`src/rtl/riscv_pipe_stage_reg.sv`:
```
// riscv_pipe_stage_reg: valid/ready pipeline register with flush-to-bubble and optional 2-entry skid buffer.
module riscv_pipe_stage_reg #(
   parameter int unsigned      WIDTH        = 32,
   parameter logic [WIDTH-1:0] BUBBLE_VALUE = '0,
   parameter bit               SKID         = 1'b1
) (
   input  logic             i_clk,
   input  logic             i_rstn,
   input  logic             i_valid,
   output logic             o_ready,
   input  logic [WIDTH-1:0] i_data,
   output logic             o_valid,
   input  logic             i_ready,
   output logic [WIDTH-1:0] o_data,
   input  logic             i_flush
);
   logic             o_valid_q, o_valid_d, skid_valid_q, skid_valid_d, ready_q, ready_d;
   logic [WIDTH-1:0] data_q, data_d, skid_data_q, skid_data_d;
   logic             in_fire, out_fire, skid_we;
   assign o_ready  = SKID ? ready_q : (!o_valid_q || i_ready);
   assign o_valid  = o_valid_q;
   assign o_data   = data_q;
   assign in_fire  = i_valid && o_ready;
   assign out_fire = o_valid_q && i_ready;
   always_comb begin
      o_valid_d    = o_valid_q;
      data_d       = data_q;
      skid_valid_d = skid_valid_q;
      skid_we      = 1'b0;
      if (SKID) begin
         if (!o_valid_q || out_fire) begin
            o_valid_d    = skid_valid_q || in_fire;
            data_d       = skid_valid_q ? skid_data_q : (in_fire ? i_data : data_q);
            skid_we      = skid_valid_q && in_fire;
            skid_valid_d = skid_we;
         end else if (in_fire) begin
            skid_we      = 1'b1;
            skid_valid_d = 1'b1;
         end
      end else begin
         o_valid_d = in_fire || (o_valid_q && !out_fire);
         data_d    = in_fire ? i_data : data_q;
      end
      skid_data_d = skid_we ? i_data : skid_data_q;
      ready_d     = !skid_valid_d;
      // flush outranks everything, including an in_fire in the same cycle
      if (i_flush) begin
         o_valid_d    = 1'b0;
         skid_valid_d = 1'b0;
         data_d       = BUBBLE_VALUE;
         skid_data_d  = BUBBLE_VALUE;
         ready_d      = 1'b1;
      end
   end
   always_ff @(posedge i_clk or negedge i_rstn) begin
      if (!i_rstn) begin
         o_valid_q    <= 1'b0;
         skid_valid_q <= 1'b0;
         ready_q      <= 1'b1;
         data_q       <= BUBBLE_VALUE;
         skid_data_q  <= BUBBLE_VALUE;
      end else begin
         o_valid_q    <= o_valid_d;
         skid_valid_q <= skid_valid_d;
         ready_q      <= ready_d;
         data_q       <= data_d;
         skid_data_q  <= skid_data_d;
      end
   end
   a_skid_no_overwrite: assert property (@(posedge i_clk) disable iff (!i_rstn) !(skid_valid_q && in_fire));
   a_flush_kills: assert property (@(posedge i_clk) disable iff (!i_rstn) i_flush |=> !o_valid);
endmodule

```
`config.mk`:
```
export PLATFORM = sky130hd
export DESIGN_NAME = riscv_pipe_stage_reg
export DESIGN_NICKNAME = d
export VERILOG_FILES = /design/src/rtl/riscv_pipe_stage_reg.sv
export SDC_FILE = /design/constraint.sdc
export NUM_CORES = 1
export LEC_CHECK = 0
export CAP_MARGIN = 25
export CORE_AREA = 5 5 90 92
export CTS_CLUSTER_SIZE = 8
export DETAILED_ROUTE_END_ITERATION = 8
export DIE_AREA = 0 0 95 97
export PLACE_DENSITY_LB_ADDON = 0.08
export SLEW_MARGIN = 0
export SYNTH_ARGS = -nofsm -noshare
export SYNTH_HDL_FRONTEND = slang
export SYNTH_SLANG_ARGS = --single-unit
```
`constraint.sdc`:
```
create_clock -name i_clk -period 2.25 [get_ports i_clk]
set_input_delay 0.5625 -clock i_clk [delete_from_list [all_inputs] [get_ports i_clk]]
set_output_delay 0.5625 -clock i_clk [all_outputs]
set_load 0.03 [all_outputs]
```
**Word level (Yosys, flattened, before mapping)**

Cells that the tools add are included.

- Register bits: 67
- Input bits: 37
- Output and inout bits: 34
- Word-level logic and storage cells: 30

- Mux-type cells: 14
- Reduce and logical (&&, ||, !) cells: 11

Operators by type and width:

| kind | count |
|---|---|
| $mux 32 | 6 |
| $mux 1 | 8 |
| $reduce_bool 2->1 | 2 |
| $logic_and 1x1->1 | 3 |
| $reduce_bool 3->1 | 1 |
| $logic_not 1->1 | 2 |
| $logic_or 1x1->1 | 2 |
| $reduce_and 2->1 | 1 |

**Logic depth before layout (Yosys ltp)**

Gate-level depths: netlist of the first run.

- Depth after elaboration: 5
- Mapped depth: 5
- Gate-level depth less buffers: 3

**Worst setup path after synthesis of the first run**

Ideal clock, no wire load.

- Kind: flip-flop to flip-flop
- From: register ready_q, in the netlist o_ready
- To: register skid_data_q[1]
- Setup time: 121 ps
- Arrival: 1385 ps
- Required time: 2129 ps
- Setup slack: 744 ps
- Cell stages (with the launch flop): 5
- Buffers on the path: 1
- Period minus slack after synthesis: 1506 ps
- Cell sequence: dfstp_2 -> nand2_1 -> a22o_1 -> buf_6 -> a22o_1

- Cells in the longest elaborated chain, start to end: 4
- Elaborated cells between the ends (all ways): 5
- Classes of those cells: mux (2); reduce/logical (3)

Ends and longest elaborated chain:

| item | line | source |
|---|---|---|
| from (decl) | 17 | `logic o_valid_q, o_valid_d, skid_valid_q, skid_valid_d, ready_q, ready_d;` |
| from (signal assigned) | 65 | `ready_q <= ready_d;` |
| $logic_and 1x1->1 * | 23 | `assign in_fire = i_valid && o_ready;` |
| $mux 1 / $logic_and 1x1->1 (equally long branches) | 36, 34 |  |
| $mux 1 * | 31 | `if (!o_valid_q \|\| out_fire) begin` |
| $reduce_bool 2->1 (no source line) * | -- |  |
| to (signal assigned) | 67 | `skid_data_q <= skid_data_d;` |
| to (decl) | 18 | `logic [WIDTH-1:0] data_q, data_d, skid_data_q, skid_data_d;` |

Mark *: on every way between the ends. The rest lies on a longest branch, timed or not.
A chain may end at the register's enable or synchronous reset.

**Final worst setup path of the first run**

- From: register ready_q, in the netlist o_ready
- To: output o_ready

RTL lines:

| item | line | source |
|---|---|---|
| to (decl) | 10 | `output logic o_ready,` |

No word-level cell between the ends.

==> results of run 1 <==
==> cell families after synthesis <==
family | after synthesis | share of synthesized area, %
mux | 32 | 11.5
simple gates | 5 | 1.16
compound gates | 71 | 22.4
buf+inv | 18 | 4.84
flops | 67 | 60.1
==> synthesized netlist by cell type (all sizes together) <==
library cell	count
nor2b	1
a21o	1
buf	16
a211oi	1
inv	2
dfstp	1
o2bb2ai	32
a31oi	2
a21oi	1
mux2i	32
dfrtp	66
nand2	1
a31o	1
a22o	33
nand3	1
nor2	1
nand2b	1
==> power by group <==
part           switching, mW  internal, mW  total [mW]
clock                  0.418         0.384       0.802
sequential            0.0444          1.28        1.32
combinational          0.252         0.222       0.474
==> registers in the layout, indices dropped and copies added (netlist names) <==
signal        cells
o_valid           1
skid_data_q      32
skid_valid_q      1
o_data           32
o_ready           1
==> worst register-to-register path, delay by kind of cell, from the launching register on <==
family | cells | cell delay [ns]
DFF | 1 | 0.58
AOI/OAI and AO/OA | 1 | 0.10
muxes | 1 | 0.28
buffers and inverters | 1 | 0.48
==> metrics by stage <==
step / area [µm²] / worst slack [ns] / utilization, %
3_3_place_gp: 3630 / 0.209 / 50.8
3_5_place_dp: 3630 / 0.168 / 50.8
4_1_cts: 3780 / 0.118 / 52.9
2_1_floorplan: 2790 / 0.744 / -
6_report: 3780 / 0.140 / 52.9
5_1_grt: 3780 / 0.105 / 52.9
==> placed cells by master (no fill, tap or decap), drive strengths merged, types with 2 or more instances in the layout <==
cell type / synthesis / final
clkinv: 0 / 2
a22o: 33 / 33
clkbuf: 0 / 11
clkdlybuf4s50: 0 / 69
mux2i: 32 / 32
a31oi: 2 / 2
buf: 16 / 14
inv: 2 / 2
o2bb2ai: 32 / 32
dfrtp: 66 / 66
==> layout make-up <==
| class | count | area share [%] |
|---|---|---|
| Clock buffer | 11 | 3.48 |
| Clock inverter | 3 | 0.464 |
| Inverter | 2 | 0.199 |
| Multi-Input combinational cell | 108 | 26.1 |
| Sequential cell | 67 | 44.5 |
| Tap cell | 99 | 3.28 |
| Timing Repair Buffer | 83 | 22.0 |
==> path summary, 6_finish.rpt <==
check                                        from                           to  slack [ns]  cells past startpoint
max reg2reg                skid_valid_q$_DFF_PN0_       o_data[12]$_DFFE_PN0P_        0.70                      3
min in group i_clk         o_data[11]$_DFFE_PN0P_       o_data[11]$_DFFE_PN0P_        0.49                      1
max in group asynchronous                  i_rstn            o_ready$_DFF_PN1_        1.64                      2
min                                        i_rstn  skid_data_q[27]$_DFFE_PN0P_        0.08                      1
max                             o_ready$_DFF_PN1_                      o_ready        0.14                      1
min reg2reg                o_data[11]$_DFFE_PN0P_       o_data[11]$_DFFE_PN0P_        0.49                      1
==> per-layer routing <==
metal	up-vias	global-route usage, %	part of all wire [%]
met5	-	0	0
met4	0	5.33	1.4
met3	11	4.50	5.9
met2	49	20.1	43
met1	987	22.6	50
li1	903	-	-
==> run_results.csv, run 1 <==
group,metric,value,unit
detailed_routing,wl_per_cell,17.6,µm
placed_design,port_buffers,70,
clock_tree,cts_resized,0,
synth,yosys_warnings,0,
sta,hold_slack,0.0827,ns
setup_path,crit_required,1.69,ns
floorplan,start_util,39.1,%
finish,area_growth_syn_to_layout,35.3,%
detailed_routing,vias_per_cell,5.23,
synth,synthTopCellsByArea,"dfrtp_1, mux2i_1, a22o_1",
run_status,status,"finished, final reports clean",
clock_tree,clock_tree.htree_level_count,3,
floorplan,fp.dieW,95,µm
finish,fin_nets,308,
setup_path,slowest_delay,0.67,ns
setup_path,crit_chain,"clkdlybuf4s50_1",
sta,skew,0.00850,ns
clock_tree,clk_pin_slew,0.07,ns
job,cap_viol_max_count,0,
setup_path,cp_slowest_cell,"clkdlybuf4s50_1",
floorplan,core_area,7140,µm²
hold_path,hp-class,"primary input to async pin",
sta,slew_violations,0,
detailed_routing,drcViolationCount,0,
finish,diodes,0,
synth,yosysSeqAreaShare,60.1,%
global_routing,grt_start_max_net_pins,35,
synth,syn-instance-count,193,
synth,yosysTopAreaCellShare,59.1,%
finish,register_area,1680,µm²
synth,netlist_area,2790,µm²
placed_design,dp_cells,359,
clock_tree,cts_buffer_depth,2,
power,p_per_area,687,nW/µm²
synth,syn-num-nets,230,
detailed_routing,vias,1950,
setup_path,crit_buf_inv,1,
setup_path,cp-start-kind,"flop",
detailed_routing,antenna_left,0,
synth,ys_ff_latch,67,
floorplan,die-area,9220,µm²
power,power_leakage,1.58,nW
setup_path,arrival,1.55,ns
setup_path,crit_fanout,3,
sta,rsz0062_at_grt,"false",
finish,drive_gt1_share,12.4,%
power,peakVddDrop,0.000371,V
sta,hold_viol,0,
sta,slew-limit-headroom,69.8,%
finish,finalNonFillerCells,373,
sta,timing.final.crit_share,93.8,%
finish,multi_input_area,987,µm²
detailed_routing,drtIter0Drc,92,
floorplan,ios,71,
sta,setup_tns,0,ns
global_routing,grt.overflow.total,0,
detailed_routing,wl,6550,µm
placed_design,dp_hpwl,4420,µm
global_routing,track_usage,15.0,%
setup_path,crit_family,"buffers and inverters",
global_routing,antenna_found_initial,0,
placed_design,place_congestion,0.760,
floorplan,rows,31,
setup_path,crit_path_end_kind,"output port",
clock_tree,cts_sinks,67,
clock_tree,clk_latency,0.33,ns
clock_tree,post-cts-setup-buffer-count,0,
global_routing,grt_pass1_wl,10700,µm
synth,synth_cell_types,19,
global_routing,grt_pass1_vias,1988,
clock_tree,cts_tree,"built",
sta,fmax,0.474,GHz
finish,n_fill_cell,637,
clock_tree,cts_buffers,9,
clock_tree,clk_root_buffer_cell,"clkbuf_8",
sta,setup_violations,0,
detailed_routing,dr.pass1.iters,4,
clock_tree,holdBufCountCts,0,
setup_path,criticalPathCategory,"flop to output port",
synth,synth_top_area_cell,"dfrtp_1",
power,power,2.60,mW
floorplan,die_height,97,µm
sta,min_period,2.11,ns
sta,tightest_slew,0.453,ns
synth,avgSynthCellArea,14.5,µm²
Power figures use the tool's default switching activity.
==> run 2, diff against run 1 <==
- CAP_MARGIN: 25 -> 20
- SKIP_CTS_REPAIR_TIMING: not set -> 1
==> results of run 2 <==
The final DEF is identical to that of run 1; final timing and power are the same.
==> run 3, diff against run 2 <==
- CAP_MARGIN: 20 -> not set
- SETUP_SLACK_MARGIN: not set -> 0.3
==> run 3 against run 2 <==
Against the previous run: sequential cell count unchanged; hold slack improved by 0.0011 ns; largest power group unchanged; clock power about the same; highest routed layer unchanged; clock skew increased by 0.00055 ns; power decreased by 0.28%; critical endpoint is now skid_data_q[16]$_DFFE_PN0P_; sequential power about the same.
==> run_results.csv, run 3 (synthesis results as in run 1) <==
group,metric,value,unit
clock_tree,clk_root_buffer_cell,"clkbuf_8",
sta,slew_violations,0,
sta,slew-limit-headroom,69.7,%
setup_path,crit_top_cell,"a22o_1",
power,power_leakage,2.11,nW
finish,fin_nets,308,
clock_tree,clock_tree.htree_level_count,3,
power,peakVddDrop,0.000367,V
clock_tree,clk_pin_slew,0.07,ns
job,cap_viol_max_count,0,
finish,mostFrequentLayoutCells,"dfrtp_1, clkdlybuf4s50_1, dlymetal6s2s_1",
setup_path,reg2regPathDepth,3,
global_routing,grt.overflow.total,0,
clock_tree,cts_buffers,9,
placed_design,dp_hpwl,4420,µm
setup_path,cp.depth,5,
clock_tree,cts_sinks,67,
setup_path,crit_buf_inv,3,
detailed_routing,dr.pass1.iters,4,
floorplan,ios,71,
floorplan,die_height,97,µm
sta,rsz0062_at_grt,"false",
sta,fmax,0.573,GHz
finish,diodes,0,
setup_path,crit_family,"buffers and inverters",
detailed_routing,wl,6610,µm
global_routing,track_usage,15.0,%
setup_path,r2r-start,"skid_valid_q$_DFF_PN0_",
hold_path,hp-class,"primary input to async pin",
detailed_routing,vias,1956,
run_status,status,"finished, final reports clean",
sta,skew,0.00905,ns
clock_tree,cts_buffer_depth,2,
setup_path,criticalPathCategory,"primary input to flop",
setup_path,regToRegEndpoint,"o_data[12]$_DFFE_PN0P_",
sta,setup_tns,0,ns
sta,setup_violations,0,
setup_path,crit_path_end_kind,"flop",
clock_tree,cts_tree,"built",
detailed_routing,drcViolationCount,0,
sta,timing.final.crit_share,77.6,%
power,p_per_area,670,nW/µm²
sta,min_period,1.75,ns
global_routing,grt_pass1_wl,10700,µm
setup_path,crit_chain,"clkdlybuf4s50_1 > inv_2 > a22o_1 > buf_4 > a22o_1",
detailed_routing,vias_per_cell,5.24,
floorplan,fp.dieW,95,µm
finish,area_growth_syn_to_layout,38.3,%
floorplan,die-area,9220,µm²
placed_design,place_congestion,0.760,
global_routing,grt_pass1_vias,1988,
setup_path,slowest_delay,0.65,ns
setup_path,cp_slowest_cell,"clkdlybuf4s50_1",
finish,drive_gt1_share,12.4,%
sta,tightest_slew,0.455,ns
global_routing,grt_start_max_net_pins,35,
global_routing,antenna_found_initial,0,
floorplan,rows,31,
power,power,2.59,mW
placed_design,port_buffers,70,
floorplan,core_area,7140,µm²
setup_path,cp-start-kind,"primary input",
detailed_routing,drtIter0Drc,74,
clock_tree,clk_latency,0.33,ns
sta,hold_viol,0,
setup_path,crit_required,2.46,ns
detailed_routing,antenna_left,0,
setup_path,arrival,1.95,ns
floorplan,start_util,39.1,%
detailed_routing,wl_per_cell,17.7,µm
setup_path,crit_fanout,19,
setup_path,regToRegSetupSlack,0.70,ns
finish,layout_commonest_cell,"dfrtp_1",
[run 3: cell types whose count changed in the layout (fill, tap and decap cells not counted)]
cell and change:
clkdlybuf4s50_1 -34, dlymetal6s2s_1 +34
[run 3: worst max path at each step]
stage                      start  slack, ns                          end
4_1_cts        o_ready$_DFF_PN1_       0.12                      o_ready
3_5_place_dp             i_flush       0.17  skid_data_q[20]$_DFFE_PN0P_
5_1_grt        o_ready$_DFF_PN1_       0.49                      o_ready
3_3_place_gp             i_flush       0.21  skid_data_q[14]$_DFFE_PN0P_
2_1_floorplan  o_ready$_DFF_PN1_       0.74   skid_data_q[1]$_DFFE_PN0P_
6_report                 i_flush       0.50  skid_data_q[16]$_DFFE_PN0P_
[run 3: cell type report]
type | instances | area [µm²]
clock buffers | 11 | 131
clock inverters | 3 | 17.5
fillers | 626 | 3270
inverters | 2 | 7.51
multi-input cells | 108 | 987
flip-flops and latches | 67 | 1680
well taps | 99 | 124
repair buffers | 83 | 916
[run 3: per-layer routing]
metal | track usage, % | part of all wire [%] | vias to the layer above
met5 | 0 | 0 | -
met4 | 5.33 | 1.1 | 0
met3 | 4.50 | 5.7 | 7
met2 | 20.1 | 43 | 55
met1 | 22.6 | 50 | 989
li1 | - | - | 905
[run 3: through the flow]
| stage | utilization [%] | instances | hold slack (ns) | cell area [µm²] | setup WS [ns] |
|---|---|---|---|---|---|
| after floorplan | - | 193 | 0.267 | 2790 | 0.744 |
| after global placement | 50.8 | 359 | 0.438 | 3630 | 0.209 |
| after detailed placement | 50.8 | 359 | 0.437 | 3630 | 0.168 |
| after CTS | 52.9 | 373 | 0.0713 | 3780 | 0.118 |
| after global routing | 54.1 | 373 | 0.0707 | 3860 | 0.489 |
| final | 54.1 | 373 | 0.0838 | 3860 | 0.504 |
[run 3: power breakdown]
part | internal, mW | total (mW) | leakage, nW | switching (mW)
sequential | 1.28 | 1.32 | 0.905 | 0.0426
clock | 0.385 | 0.804 | 0.0750 | 0.419
combinational | 0.214 | 0.467 | 1.13 | 0.252
